`src/rtl/valve_scheduler_pkg.sv`:
```
`default_nettype none
// ============================================================================
//  Module   : valve_pkg
//  Brief    : Shared types for the valve scheduler (FSM states, status codes,
//             valve masks) and a popcount helper for valve masks.
//  Revision : 1.0  initial release
// ============================================================================
package valve_pkg;

  typedef enum logic [2:0] {
    IDLE       = 3'd0,
    SERVE1     = 3'd1,
    SERVE2     = 3'd2,
    SERVE_BOTH = 3'd3,
    GUARD      = 3'd4,
    FAULT      = 3'd5
  } sched_state_t;

  typedef enum logic [1:0] {
    E_NONE  = 2'b00,
    E_LEVEL = 2'b01,
    E_CLIP  = 2'b10
  } err_t;

  typedef logic [1:0] valve_mask_t;

  // Number of valves a mask asks to open (0..2), sized so two results add without overflow
  function automatic logic [2:0] popcount(input valve_mask_t m);
    return {2'b00, m[0]} + {2'b00, m[1]};
  endfunction

endpackage
`default_nettype wire

```
`src/rtl/valve_scheduler_if.sv`:
```
`default_nettype none
// ============================================================================
//  Module   : valve_scheduler_if
//  Brief    : Request/enable bundle between the group request sources and the
//             valve drivers; the scheduler is the slave side.
//  Revision : 1.0  initial release
// ============================================================================
interface valve_scheduler_if;
  import valve_pkg::*;

  valve_mask_t G1;
  valve_mask_t G2;
  logic        lvl_fault;
  valve_mask_t R1;
  valve_mask_t R2;
  err_t        E;
  logic [1:0]  grant;

  modport master (output G1, output G2, output lvl_fault,
                  input  R1, input  R2, input  E, input  grant);

  modport slave  (input  G1, input  G2, input  lvl_fault,
                  output R1, output R2, output E, output grant);

endinterface
`default_nettype wire

```
`src/rtl/valve_scheduler_slice_timer.sv`:
```
`default_nettype none
// ============================================================================
//  Module   : slice_timer
//  Brief    : Loadable down-counter timing grant slices and guard gaps.
//             It parks at zero; expired flags the last cycle of an interval.
//  Revision : 1.0  initial release
// ============================================================================
module slice_timer #(
  parameter int WIDTH = 5
) (
  input  wire logic             clk,
  input  wire logic             reset,
  input  wire logic             load,
  input  wire logic [WIDTH-1:0] load_val,
  output logic                  expired
);

  logic [WIDTH-1:0] r_count;

  // Count down toward zero; a load restarts the interval at the next edge
  always_ff @(posedge clk or posedge reset) begin
    if (reset)                r_count <= '0;
    else if (load)            r_count <= load_val;
    else if (r_count != '0)   r_count <= r_count - 1'b1;
  end

  // Only the count is decoded here so the caller may decide its load from this
  // flag without forming a loop; a same-cycle load still wins at the edge.
  assign expired = (r_count == '0);

endmodule
`default_nettype wire

```
`src/rtl/valve_scheduler.sv`:
```
`default_nettype none
// ============================================================================
//  Module   : valve_scheduler
//  Brief    : Shares one water supply between two valve groups: capacity
//             limit, round-robin time slices, all-closed guard gaps between
//             grants and a forced close on tank-level fault.
//  Revision : 1.0  initial release
// ============================================================================
module valve_scheduler
  import valve_pkg::*;
#(
  parameter int SLICE_CYCLES = 16,
  parameter int GUARD_CYCLES = 2,
  parameter int MAX_OPEN     = 2
) (
  input  wire logic         clk,
  input  wire logic         reset,
  valve_scheduler_if.slave  bus
);

  localparam int c_TIMER_W =
    $clog2(((SLICE_CYCLES > GUARD_CYCLES) ? SLICE_CYCLES : GUARD_CYCLES) + 1);
  localparam logic [c_TIMER_W-1:0] c_SLICE_LOAD = c_TIMER_W'(SLICE_CYCLES - 1);
  localparam logic [c_TIMER_W-1:0] c_GUARD_LOAD = c_TIMER_W'(GUARD_CYCLES - 1);
  localparam logic [2:0]           c_MAX_OPEN   = 3'(MAX_OPEN);

  sched_state_t           r_state, w_state_nxt, w_dec_state;
  logic                   r_rr, w_rr_nxt, w_dec_toggle;   // 0 = G1 preferred
  valve_mask_t            r_m1, r_m2, w_m1_nxt, w_m2_nxt;
  logic                   r_clip, w_clip_nxt;
  logic                   w_g1_on, w_g2_on, w_restart;
  logic                   w_serve1_nxt, w_serve2_nxt, w_enter_serve;
  logic [2:0]             w_pair_sum;
  logic                   w_load, w_expired;
  logic [c_TIMER_W-1:0]   w_load_val;

  // A single group asking for more than the supply allows keeps valve A only
  function automatic valve_mask_t clip_mask(input valve_mask_t m);
    return (popcount(m) > c_MAX_OPEN) ? {1'b0, m[0]} : m;
  endfunction

  slice_timer #(.WIDTH(c_TIMER_W)) u_timer (
    .clk      (clk),
    .reset    (reset),
    .load     (w_load),
    .load_val (w_load_val),
    .expired  (w_expired)
  );

  assign w_g1_on    = |bus.G1;
  assign w_g2_on    = |bus.G2;
  assign w_pair_sum = popcount(bus.G1) + popcount(bus.G2);

  // Arbitration of live requests: capacity rule first, then the round-robin pointer
  always_comb begin
    w_dec_state  = IDLE;
    w_dec_toggle = 1'b0;
    if (w_g1_on && w_g2_on) begin
      if (w_pair_sum <= c_MAX_OPEN) begin
        w_dec_state = SERVE_BOTH;
      end else begin
        w_dec_state  = r_rr ? SERVE2 : SERVE1;
        w_dec_toggle = 1'b1;
      end
    end else if (w_g1_on) begin
      w_dec_state  = SERVE1;
      w_dec_toggle = 1'b1;
    end else if (w_g2_on) begin
      w_dec_state  = SERVE2;
      w_dec_toggle = 1'b1;
    end
  end

  // Next state: fault beats everything, a served group dropping beats slice expiry
  always_comb begin
    w_state_nxt = r_state;
    w_rr_nxt    = r_rr;
    w_restart   = 1'b0;
    if (bus.lvl_fault) begin
      w_state_nxt = FAULT;
    end else begin
      case (r_state)
        IDLE: begin
          w_state_nxt = w_dec_state;
          w_rr_nxt    = r_rr ^ w_dec_toggle;
        end
        SERVE1: begin
          if (!w_g1_on)                    w_state_nxt = GUARD;
          else if (w_expired && w_g2_on)   w_state_nxt = GUARD;
          else if (w_expired)              w_restart   = 1'b1;
        end
        SERVE2: begin
          if (!w_g2_on)                    w_state_nxt = GUARD;
          else if (w_expired && w_g1_on)   w_state_nxt = GUARD;
          else if (w_expired)              w_restart   = 1'b1;
        end
        SERVE_BOTH: begin
          if (!w_g1_on || !w_g2_on || w_expired) w_state_nxt = GUARD;
        end
        GUARD: begin
          if (w_expired) begin
            w_state_nxt = w_dec_state;
            w_rr_nxt    = r_rr ^ w_dec_toggle;
          end
        end
        FAULT:   w_state_nxt = GUARD;
        default: w_state_nxt = IDLE;
      endcase
    end
  end

  // Mask latching and timer loads on entry to a slice or a guard gap
  always_comb begin
    w_serve1_nxt  = (w_state_nxt == SERVE1) || (w_state_nxt == SERVE_BOTH);
    w_serve2_nxt  = (w_state_nxt == SERVE2) || (w_state_nxt == SERVE_BOTH);
    w_enter_serve = (w_serve1_nxt || w_serve2_nxt) &&
                    ((w_state_nxt != r_state) || w_restart);
    w_load        = 1'b0;
    w_load_val    = c_SLICE_LOAD;
    w_m1_nxt      = r_m1;
    w_m2_nxt      = r_m2;
    w_clip_nxt    = r_clip;
    if (w_enter_serve) begin
      w_load     = 1'b1;
      w_m1_nxt   = w_serve1_nxt ? clip_mask(bus.G1) : 2'b00;
      w_m2_nxt   = w_serve2_nxt ? clip_mask(bus.G2) : 2'b00;
      w_clip_nxt = (w_serve1_nxt && (popcount(bus.G1) > c_MAX_OPEN)) ||
                   (w_serve2_nxt && (popcount(bus.G2) > c_MAX_OPEN));
    end else if (!(w_serve1_nxt || w_serve2_nxt)) begin
      w_m1_nxt   = 2'b00;
      w_m2_nxt   = 2'b00;
      w_clip_nxt = 1'b0;
      if ((w_state_nxt == GUARD) && (r_state != GUARD)) begin
        w_load     = 1'b1;
        w_load_val = c_GUARD_LOAD;
      end
    end
  end

  // State register with round-robin pointer and latched slice masks
  always_ff @(posedge clk or posedge reset) begin
    if (reset) begin
      r_state <= IDLE;
      r_rr    <= 1'b0;
      r_m1    <= 2'b00;
      r_m2    <= 2'b00;
      r_clip  <= 1'b0;
    end else begin
      r_state <= w_state_nxt;
      r_rr    <= w_rr_nxt;
      r_m1    <= w_m1_nxt;
      r_m2    <= w_m2_nxt;
      r_clip  <= w_clip_nxt;
    end
  end

  // Registered valve enables and status, decoded from the upcoming state and masks
  always_ff @(posedge clk or posedge reset) begin
    if (reset) begin
      bus.R1    <= 2'b00;
      bus.R2    <= 2'b00;
      bus.E     <= E_NONE;
      bus.grant <= 2'b00;
    end else begin
      bus.R1    <= w_m1_nxt;
      bus.R2    <= w_m2_nxt;
      bus.grant <= {w_serve2_nxt, w_serve1_nxt};
      bus.E     <= (w_state_nxt == FAULT) ? E_LEVEL :
                   (w_clip_nxt ? E_CLIP : E_NONE);
    end
  end

endmodule
`default_nettype wire

```
`src/flat_wrapper.sv`:
```
// flat-port wrapper written by rule: the top's interface ports become plain ports
module valve_scheduler_flat import valve_pkg::*;
#(
  parameter int SLICE_CYCLES = 16,
  parameter int GUARD_CYCLES = 2,
  parameter int MAX_OPEN     = 2
)
  (clk, reset, bus_G1, bus_G2, bus_lvl_fault, bus_R1, bus_R2, bus_E, bus_grant);
  valve_scheduler_if bus_i ();
  input  wire logic clk;
  input  wire logic reset;
  input wire logic [$bits(bus_i.G1)-1:0] bus_G1;
  input wire logic [$bits(bus_i.G2)-1:0] bus_G2;
  input wire logic [$bits(bus_i.lvl_fault)-1:0] bus_lvl_fault;
  output wire logic [$bits(bus_i.R1)-1:0] bus_R1;
  output wire logic [$bits(bus_i.R2)-1:0] bus_R2;
  output wire logic [$bits(bus_i.E)-1:0] bus_E;
  output wire logic [$bits(bus_i.grant)-1:0] bus_grant;
  assign bus_i.G1 = bus_G1;
  assign bus_i.G2 = bus_G2;
  assign bus_i.lvl_fault = bus_lvl_fault;
  assign bus_R1 = bus_i.R1;
  assign bus_R2 = bus_i.R2;
  assign bus_E = bus_i.E;
  assign bus_grant = bus_i.grant;
  valve_scheduler #(.SLICE_CYCLES(SLICE_CYCLES), .GUARD_CYCLES(GUARD_CYCLES), .MAX_OPEN(MAX_OPEN)) u_core (.clk(clk), .reset(reset), .bus(bus_i));
endmodule
```
`config.mk`:
```
export PLATFORM = sky130hd
export DESIGN_NAME = valve_scheduler_flat
export DESIGN_NICKNAME = d
export VERILOG_FILES = /design/src/rtl/valve_scheduler_pkg.sv /design/src/rtl/valve_scheduler_if.sv /design/src/rtl/valve_scheduler_slice_timer.sv /design/src/rtl/valve_scheduler.sv /design/src/flat_wrapper.sv
export SDC_FILE = /design/constraint.sdc
export NUM_CORES = 1
export LEC_CHECK = 0
export ABC_AREA = 1
export CAP_MARGIN = 20
export CORE_ASPECT_RATIO = 0.5
export CORE_MARGIN = 3
export CORE_UTILIZATION = 31
export CTS_BUF_LIST = sky130_fd_sc_hd__clkbuf_8
export DETAILED_ROUTE_END_ITERATION = 12
export GPL_ROUTABILITY_DRIVEN = 0
export PLACE_DENSITY = 0.49
export SETUP_SLACK_MARGIN = 0.02
export SLEW_MARGIN = 5
export SYNTH_ARGS = -nofsm -noshare
export SYNTH_HDL_FRONTEND = slang
export SYNTH_HIERARCHICAL = 1
export SYNTH_SLANG_ARGS = --single-unit
```
`constraint.sdc`:
```
create_clock -name clk -period 3.6 [get_ports clk]
set_input_delay 0.9 -clock clk [delete_from_list [all_inputs] [get_ports clk]]
set_output_delay 0.9 -clock clk [all_outputs]
set_load 0.005 [all_outputs]
```
Yosys cells after proc, flatten, opt, wreduce, memory -nomap -nowiden. Cells that the tools add are included.

Multiplexer cells: 45. Bitwise gates (word level): 2. $add $sub $neg: 4. Equality and inequality tests: 14. $lt $le $gt $ge: 3. $mul: 0. Shifts and indexed selects: 0. Divide/modulo/power cells: 0. Reduce and logical (&&, ||, !) cells: 24.

Operators by type and width (number): 2-to-1 mux 3 bit (10); 2-to-1 mux 2 bit (11); 2-to-1 mux 5 bit (4); case mux 3 bit (6 select lines) (1); 2-to-1 mux 1 bit (16); == test 3 x 2 -> 1 bit, second input constant (4); == test 3 bit, second input constant (4); logical AND 1 bit (7); logical OR 1 bit (7); == test 3 x 1 -> 1 bit, second input constant (2); > comparator 3 x 2 -> 1 bit, second input constant (2); logical NOT 5 bit (1); nonzero test 5 bit (1); subtractor 5 x 1 -> 5 bit, second input constant (1); adder 1 x 1 -> 2 bit (2); 2-to-1 mux 4 bit (1); != test 2 x 1 -> 1 bit, second input constant (2); case mux 1 bit (2 select lines) (2); nonzero test 2 bit (2); OR reduction 2 bit (2); adder 3 bit (1); <= comparator 3 x 2 -> 1 bit, second input constant (1); logical NOT 3 bit (1); != test 3 bit (1); other kinds (5) (6).

Word-level logic and storage cells: 100. Flip-flop bits (word level): 18. Bits in latches: 0. ROM bits: 0. RAM bits: 0. Output and inout port bits: 8. Memories kept: 0.

Depth between registers and ports, before layout. Gate-level depths: netlist (run 1).

Depth after elaboration: 15. Gate-level depth with buffers: 20. Mapped depth without buffers: 20.

Modules after synthesis. The synthesis (run 1) kept the hierarchy.

By module, submodules not included: valve_scheduler (cells an instance 144, sequential area each 325.3 µm², area each 1144.8 µm², times used 1); slice_timer (cells an instance 40, sequential area each 125.1 µm², area each 294.0 µm², times used 1).

Worst setup path before layout (run 1). OpenSTA, ideal clock, no wires.

Path type: in2reg. From: in bus_G2[0]. To: reg u_core.u_timer.r_count[0]. Arrival time: 3127 ps. Slack: 350 ps. Library setup time: 122 ps. Required time: 3478 ps. Cell stages on the path: 17. Cell sequence: inv_1 -> ha_1 -> ha_1 -> fa_1 -> a21o_1 -> nand2_1 -> nand2_2 -> nand2_2 -> nand2_4 -> a21oi_4 -> nand3_4 -> nand2_1 -> nand2_1 -> inv_2 -> nand4_2 -> nand2_1 -> o21ai_1.

Word-level cells in the longest chain between the ends: 14. Elaborated cells between the ends (all ways): 43. Those cells by class: 2 x add/sub; 1 x order compare; 5 x eq/ne; 22 x mux; 13 x reduce/logical.

Ends and longest elaborated chain: start: declaration (RTL line flat_wrapper.sv:13) `input wire logic [$bits(bus_i.G2)-1:0] bus_G2;`; adder 1 x 1 -> 2 bit (RTL line valve_scheduler_pkg.sv:29) `return {2'b00, m[0]} + {2'b00, m[1]};`; adder 3 bit (RTL line valve_scheduler.sv:52) `assign w_pair_sum = popcount(bus.G1) + popcount(bus.G2);`; <= comparator 3 x 2 -> 1 bit (RTL line valve_scheduler.sv:59) `if (w_pair_sum <= c_MAX_OPEN) begin`; 2-to-1 mux 3 bit (RTL line valve_scheduler.sv:59); 2-to-1 mux 3 bit (RTL line valve_scheduler.sv:58) `if (w_g1_on && w_g2_on) begin`; 2-to-1 mux 3 bit (RTL line valve_scheduler.sv:101) `if (w_expired) begin`; case mux 3 bit (6 select lines) (RTL line valve_scheduler.sv:82) `case (r_state)`; 2-to-1 mux 3 bit (RTL line valve_scheduler.sv:79) `if (bus.lvl_fault) begin`; == test 3 bit, or another cell as far along (RTL line valve_scheduler.sv:133) `if ((w_state_nxt == GUARD) && (r_state != GUARD)) begin`; logical AND 1 bit, or another cell as far along (RTL line valve_scheduler.sv:133); 2-to-1 mux 1 bit / logical OR 1 bit (equally long branches) (RTL line valve_scheduler.sv:133, valve_scheduler.sv:116, valve_scheduler.sv:129); 2-to-1 mux 1 bit / logical AND 1 bit (equally long branches) (RTL line valve_scheduler.sv:129, valve_scheduler.sv:116); 2-to-1 mux 1 bit * (RTL line valve_scheduler.sv:123) `if (w_enter_serve) begin`; net u_core.w_load (RTL line valve_scheduler.sv:34) `logic w_load, w_expired;`; 2-to-1 mux 5 bit / nonzero test 2 bit (equally long branches); end signal: assignment (RTL line valve_scheduler_slice_timer.sv:23) `else if (load) r_count <= load_val;`; end signal: assignment (RTL line valve_scheduler_slice_timer.sv:24) `else if (r_count != '0) r_count <= r_count - 1'b1;`; end: declaration (RTL line valve_scheduler_slice_timer.sv:18) `logic [WIDTH-1:0] r_count;`.

The timed path passes the listed nets; every way through them passes the cells marked *. A chain may end at the register's enable or synchronous reset.

Final worst setup path (run 1).
From: in bus_G2[1]. To: reg u_core.u_timer.r_count[0].

The elaborated chain is that of the path after synthesis.

==> impl_metrics.ini, run 1 <==
[drt]
drc = 0
wl_um = 3220
dr.first_iter.drc_count = 43
viasPerCell = 4.51
routedWlPerCell_um = 11.8
dr.pass1.iters = 4
num_vias = 1232
ant_nets = 0

[hold_path]
hold_depth = 2
hold_class = flip-flop to flip-flop
min-delay-start = u_core/u_timer/r_count[4]$_DFFE_PP0P_
min_to = u_core/u_timer/r_count[4]$_DFFE_PP0P_

[setup_path]
critical_path_class = input pin to flip-flop
crit_path_end_kind = flip-flop
r2r_slack_ps = 990
worstPathArrival_ps = 3610
r2r_start = u_core/u_timer/r_count[0]$_DFFE_PP0P_
critPathRequiredTime_ps = 3740
rr_worst_depth = 18
timing.rr.end = u_core/u_timer/r_count[0]$_DFFE_PP0P_
path_max_fanout = 7
startpoint_type = input pin

[cells_and_area]
antenna_cells = 0
post-route-util_pct = 44.8
area_growth_pct = 29.7
final_common_cell = nand2_1
final_cells = 273
layout_common_cells = nand2_1 (41), buf_4 (21), inv_1 (20)
fin_area_um2 = 1870
drive_above_1_share_pct = 31.1
final_nets = 234

[synthesis]
netlist.area_leader.share_pct = 31.3
yosys_warnings = 6
syn_nets = 198
yosysSeqAreaShare_pct = 31.3
synth_cells = 184
synth_top_cell_by_area = dfrtp_1
synth.distinct_cells = 34
synth-seq-cells = 18
avgSynthCellArea_um2 = 7.82
synth_area_leaders = dfrtp_1 (31%), nand2_1 (12%), inv_1 (5.5%), nand2_4 (5.5%), ha_1 (5.2%)
syn_area_um2 = 1440

[floorplanning]
dieArea_um2 = 5540
core_um2 = 4160
num_rows = 16
die_h_um = 54.2
io_pins = 15
die_w_um = 102
start_util_pct = 34.6

[sta]
relSlewSlack_pct = 62.2
drv_slew = 0
post-route-period-util_pct = 96.3
hold_viol = 0
rsz0062_at_grt = false
min_period_ps = 3470
max_slew.worst_pin.slew_ps = 566
clock_skew_ps = 8.98
setup_viol = 0
clock.fmax_mhz = 289

[clock_tree]
path_clk_slew_ps = 70
hold_buffers = 0
clock-sinks = 18
clock_latency_ps = 260
cts_buffers = 3
cts_tree = yes
cts_max_path_buffers = 2
htree_levels = 1
cts-root-buf = clkbuf_8

[global_routing]
grt_usage_pct = 12.9
grt_pass1_wl_um = 5460
grt_max_degree = 14
grt_pass1_vias = 1125
grt_antenna_before_repair = 0
grt-ovfl-total = 0

[power]
p_leak_nw = 0.975
peakVddDrop_uv = 163
p_per_area_nw_per_um2 = 501
finalPower_w = 0.000935

[placed_design]
place_area_um2 = 1740
dp_hpwl_um = 2520
place_inst = 266
port_buffers = 14

[outcome]
status = complete, no violations

[flow_run]
drv_cap = 0
-- per-stage QoR --
stage	hold WS, ps	worst slack [ps]	TNS (ps)
after floorplan	464	350	0
after global placement	496	-207	-742
after detailed placement	488	-259	-995
after CTS	503	59.1	0
after global routing	542	5.39	0
final	499	135	0
-- logic make-up (layout without fill, tap and decap cells) --
logic type                 Yosys count  count (layout)  synth area share, %
xor gates and xnor gates             2               2                 1.22
other                                2               2                0.522
DFF                                 18              18                 31.3
AOI/OAI and AO/OA                   13              13                 6.52
and+or+nand+nor                    112             112                 44.1
buffers and inverters               30              65                 9.74
adders and majority gates            7               7                 6.61
-- cell type report --
cell class              count  area [um^2]
multi-input cells         136          890
well taps                  54         67.6
fillers                   412         2300
repair buffers             35          298
clock buffers               4         55.1
inverters                  26          105
flip-flops and latches     18          450
-- state kept, by name (all words and copies together), names as in the netlist --
signal and flops:
u_core/r_state 3, u_core/bus.R2 2, u_core/r_rr 1, u_core/bus.R1 2
u_core/u_timer/r_count 5, u_core/bus.E 2, u_core/bus.grant 2, u_core/r_clip 1
-- critical path, stage by stage --
cell             delay, ps
clkdlybuf4s50_1        480
inv_1                   60
ha_1                   310
ha_1                   200
fa_1                   440
a21o_1                 200
nand2_1                 80
nand2_2                 80
nand2_2                 80
nand2_4                 60
a21oi_4                140
nand3_4                 80
nand2_2                 80
nand2_4                 70
inv_4                   90
nand4_4                120
nand2_1                 80
o21ai_1                 60
-- where the power goes --
group	leakage [nW]	internal [W]	total (W)	switching [W]
Sequential	0.230	0.000247	0.000295	0.0000476
Clock	0.0288	0.0000973	0.000171	0.0000737
Combinational	0.716	0.000199	0.000470	0.000271
Total	0.975	0.000543	0.000935	0.000392
-- cell usage after synthesis, drive strengths merged --
master / count
a21oi: 2
xor2: 1
ha: 6
dfrtp: 18
nand3b: 1
o211ai: 1
inv: 26
buf: 3
nor3: 3
o21ai: 7
a21o: 1
nand2: 61
xnor2: 1
conb: 2
o21bai: 1
a211oi: 1
nor2: 21
nand3: 18
nand4: 8
fa: 1
clkbuf: 1
-- routing by layer --
metal / global-route usage, % / share of wire (%) / vias to the layer above
met5: 0 / 0 / -
met4: 2.61 / 0.43 / 0
met3: 3.10 / 3.3 / 2
met2: 19.2 / 41 / 19
met1: 18.8 / 55 / 556
li1: - / - / 655
-- timing repair --
| action | CTS | global route |
|---|---|---|
| setup buffers | 0 | 3 |
| pin swaps | 0 | 5 |
| gates cloned | 0 | 0 |
| resized for setup | 1 | 9 |
| setup endpoints to repair | 2 | 5 |
-- worst max path at each step --
stage          slack, ps                                    end  cells after the start  startpoint
2_1_floorplan        350  u_core/u_timer/r_count[0]$_DFFE_PP0P_                     17   bus_G2[0]
3_3_place_gp        -210  u_core/u_timer/r_count[0]$_DFFE_PP0P_                     18   bus_G1[0]
3_5_place_dp        -260  u_core/u_timer/r_count[0]$_DFFE_PP0P_                     17   bus_G1[0]
4_1_cts               60  u_core/u_timer/r_count[0]$_DFFE_PP0P_                     18   bus_G1[0]
5_1_grt                5  u_core/u_timer/r_count[0]$_DFFE_PP0P_                     18   bus_G2[0]
6_report             130  u_core/u_timer/r_count[0]$_DFFE_PP0P_                     18   bus_G2[1]
No activity file was read; power rests on OpenSTA's default activity.
==> run 2, diff against run 1 <==
- CORE_UTILIZATION: 31 -> 55
- CTS_CLUSTER_DIAMETER: unset -> 150
- CTS_CLUSTER_SIZE: unset -> 12
- PLACE_DENSITY: 0.49 -> 0.78
==> impl_metrics.ini, run 2 (synthesis results as in run 1) <==
[floorplanning]
core_um2 = 2340
start_util_pct = 61.4
dieArea_um2 = 3300
num_rows = 12
die_w_um = 78.3
io_pins = 15
die_h_um = 42.2

[outcome]
status = complete, no violations

[power]
p_per_area_nw_per_um2 = 506
p_leak_nw = 0.960
peakVddDrop_uv = 243

[cells_and_area]
area_growth_pct = 26.4
final_nets = 230
fin_area_um2 = 1820
top_regs = u_core/u_timer/r_count: 5 flops, u_core/r_state: 3 flops
largest_register_ffs = 5
layout_common_cells = nand2_1 (43), inv_1 (19), dfrtp_1 (18)
drive_above_1_share_pct = 29.8
final_common_cell = nand2_1
regMostFlops = u_core/u_timer/r_count
antenna_cells = 0

[placed_design]
pre_cts_ws_ps = -263
dp_hpwl_um = 2380
place_area_um2 = 1710
port_buffers = 14

[setup_path]
startpoint_type = input pin
critPathRequiredTime_ps = 3740
path_max_fanout = 8
rr_worst_depth = 17
endpoint = u_core/u_timer/r_count[0]$_DFFE_PP0P_
critical_path_class = input pin to flip-flop
r2r_slack_ps = 900
r2r_start = u_core/u_timer/r_count[0]$_DFFE_PP0P_
crit_path_end_kind = flip-flop
worstPathArrival_ps = 3640
critPathLaunch = bus_G2[1]
timing.rr.end = u_core/u_timer/r_count[0]$_DFFE_PP0P_

[drt]
wl_um = 3190
dr.first_iter.drc_count = 44
dr.pass1.iters = 4
routedWlPerCell_um = 12.8
drc = 0
num_vias = 1265
viasPerCell = 5.06
ant_nets = 0

[sta]
min_period_ps = 3500
hold_viol = 0
relSlewSlack_pct = 64.3
clock_skew_ps = 14.4
max_slew.worst_pin.slew_ps = 534
post-route-period-util_pct = 97.2
clock.fmax_mhz = 286
setup_viol = 0
setup_slack_ps = 102
hold_slack_ps = 500
drv_slew = 0

[clock_tree]
htree_levels = 1
hold_buffers = 0
path_clk_slew_ps = 80
clock_latency_ps = 270
cts-root-buf = clkbuf_8
cts_buffers = 3
cts_max_path_buffers = 2
cts_tree = yes
clock-sinks = 18

[global_routing]
grt-ovfl-total = 0
grt_pass1_vias = 1088
grt_max_degree = 14
grt_pass1_wl_um = 5190
grt_antenna_before_repair = 0
grt_usage_pct = 20.6

[hold_path]
hold_class = flip-flop to flip-flop

[flow_run]
drv_cap = 0
==> run 2: area by class of cell <==
cell class                 count  area [um^2]
inverter                      26          103
sequential                    18          450
fill                         161          523
multi-input combinational    136          897
tap                           35         43.8
timing repair buffer          31          270
clock buffer                   4         55.1
==> run 2: what timing repair did <==
action | CTS | global route
gates resized for setup | 1 | 9
pin swaps | 0 | 3
setup endpoints to repair | 2 | 5
setup buffers | 0 | 1
gates cloned | 0 | 0
==> run 2: critical path, cell delays in order <==
cell             delay [ps]
clkdlybuf4s50_1         500
inv_1                   100
ha_4                    280
ha_2                    170
fa_1                    420
a21o_1                  200
nand2_1                  90
nand2_2                  80
nand2_2                  80
nand2_4                  60
a21oi_4                 140
nand3_4                  70
nand2_1                  80
nand2_2                 100
inv_2                   120
nand4_4                 110
nand2_1                  80
o21ai_1                  60
==> run 2: worst min-delay path by stage <==
| stage | start | endpoint | slack (ps) | cells after the start |
|---|---|---|---|---|
| after floorplan | u_core/r_rr$_DFFE_PP0P_ | u_core/r_rr$_DFFE_PP0P_ | 460 | 1 |
| after global placement | u_core/r_rr$_DFFE_PP0P_ | u_core/r_rr$_DFFE_PP0P_ | 490 | 1 |
| after detailed placement | u_core/u_timer/r_count[4]$_DFFE_PP0P_ | u_core/u_timer/r_count[4]$_DFFE_PP0P_ | 490 | 2 |
| after CTS | u_core/r_rr$_DFFE_PP0P_ | u_core/r_rr$_DFFE_PP0P_ | 500 | 1 |
| after global routing | u_core/r_rr$_DFFE_PP0P_ | u_core/r_rr$_DFFE_PP0P_ | 520 | 1 |
| final | u_core/r_rr$_DFFE_PP0P_ | u_core/r_rr$_DFFE_PP0P_ | 500 | 1 |
==> run 2: metrics by stage <==
step           total power (W)  utilization, %  setup TNS, ps  std cells
2_1_floorplan         0.000612               -              0        184
3_3_place_gp          0.000705            72.8           -699        245
3_5_place_dp          0.000718            72.8           -998        245
4_1_cts               0.000892            75.3              0        249
5_1_grt               0.000985            77.7          -59.7        250
6_report              0.000920            77.7              0        250
==> run 2: power breakdown <==
group	internal (W)	switching, W
Combinational	0.000186	0.000266
Sequential	0.000247	0.0000487
Clock	0.0000975	0.0000750
Total	0.000531	0.000390
==> run 2: per-layer routing <==
metal  track usage, %  up-vias  part of all wire, %
li1                 -      642                    -
met1             28.8      587                   48
met2             31.3       30                   46
met3             4.51        6                  3.8
met4             8.01        0                  1.6
met5                0        -                    0
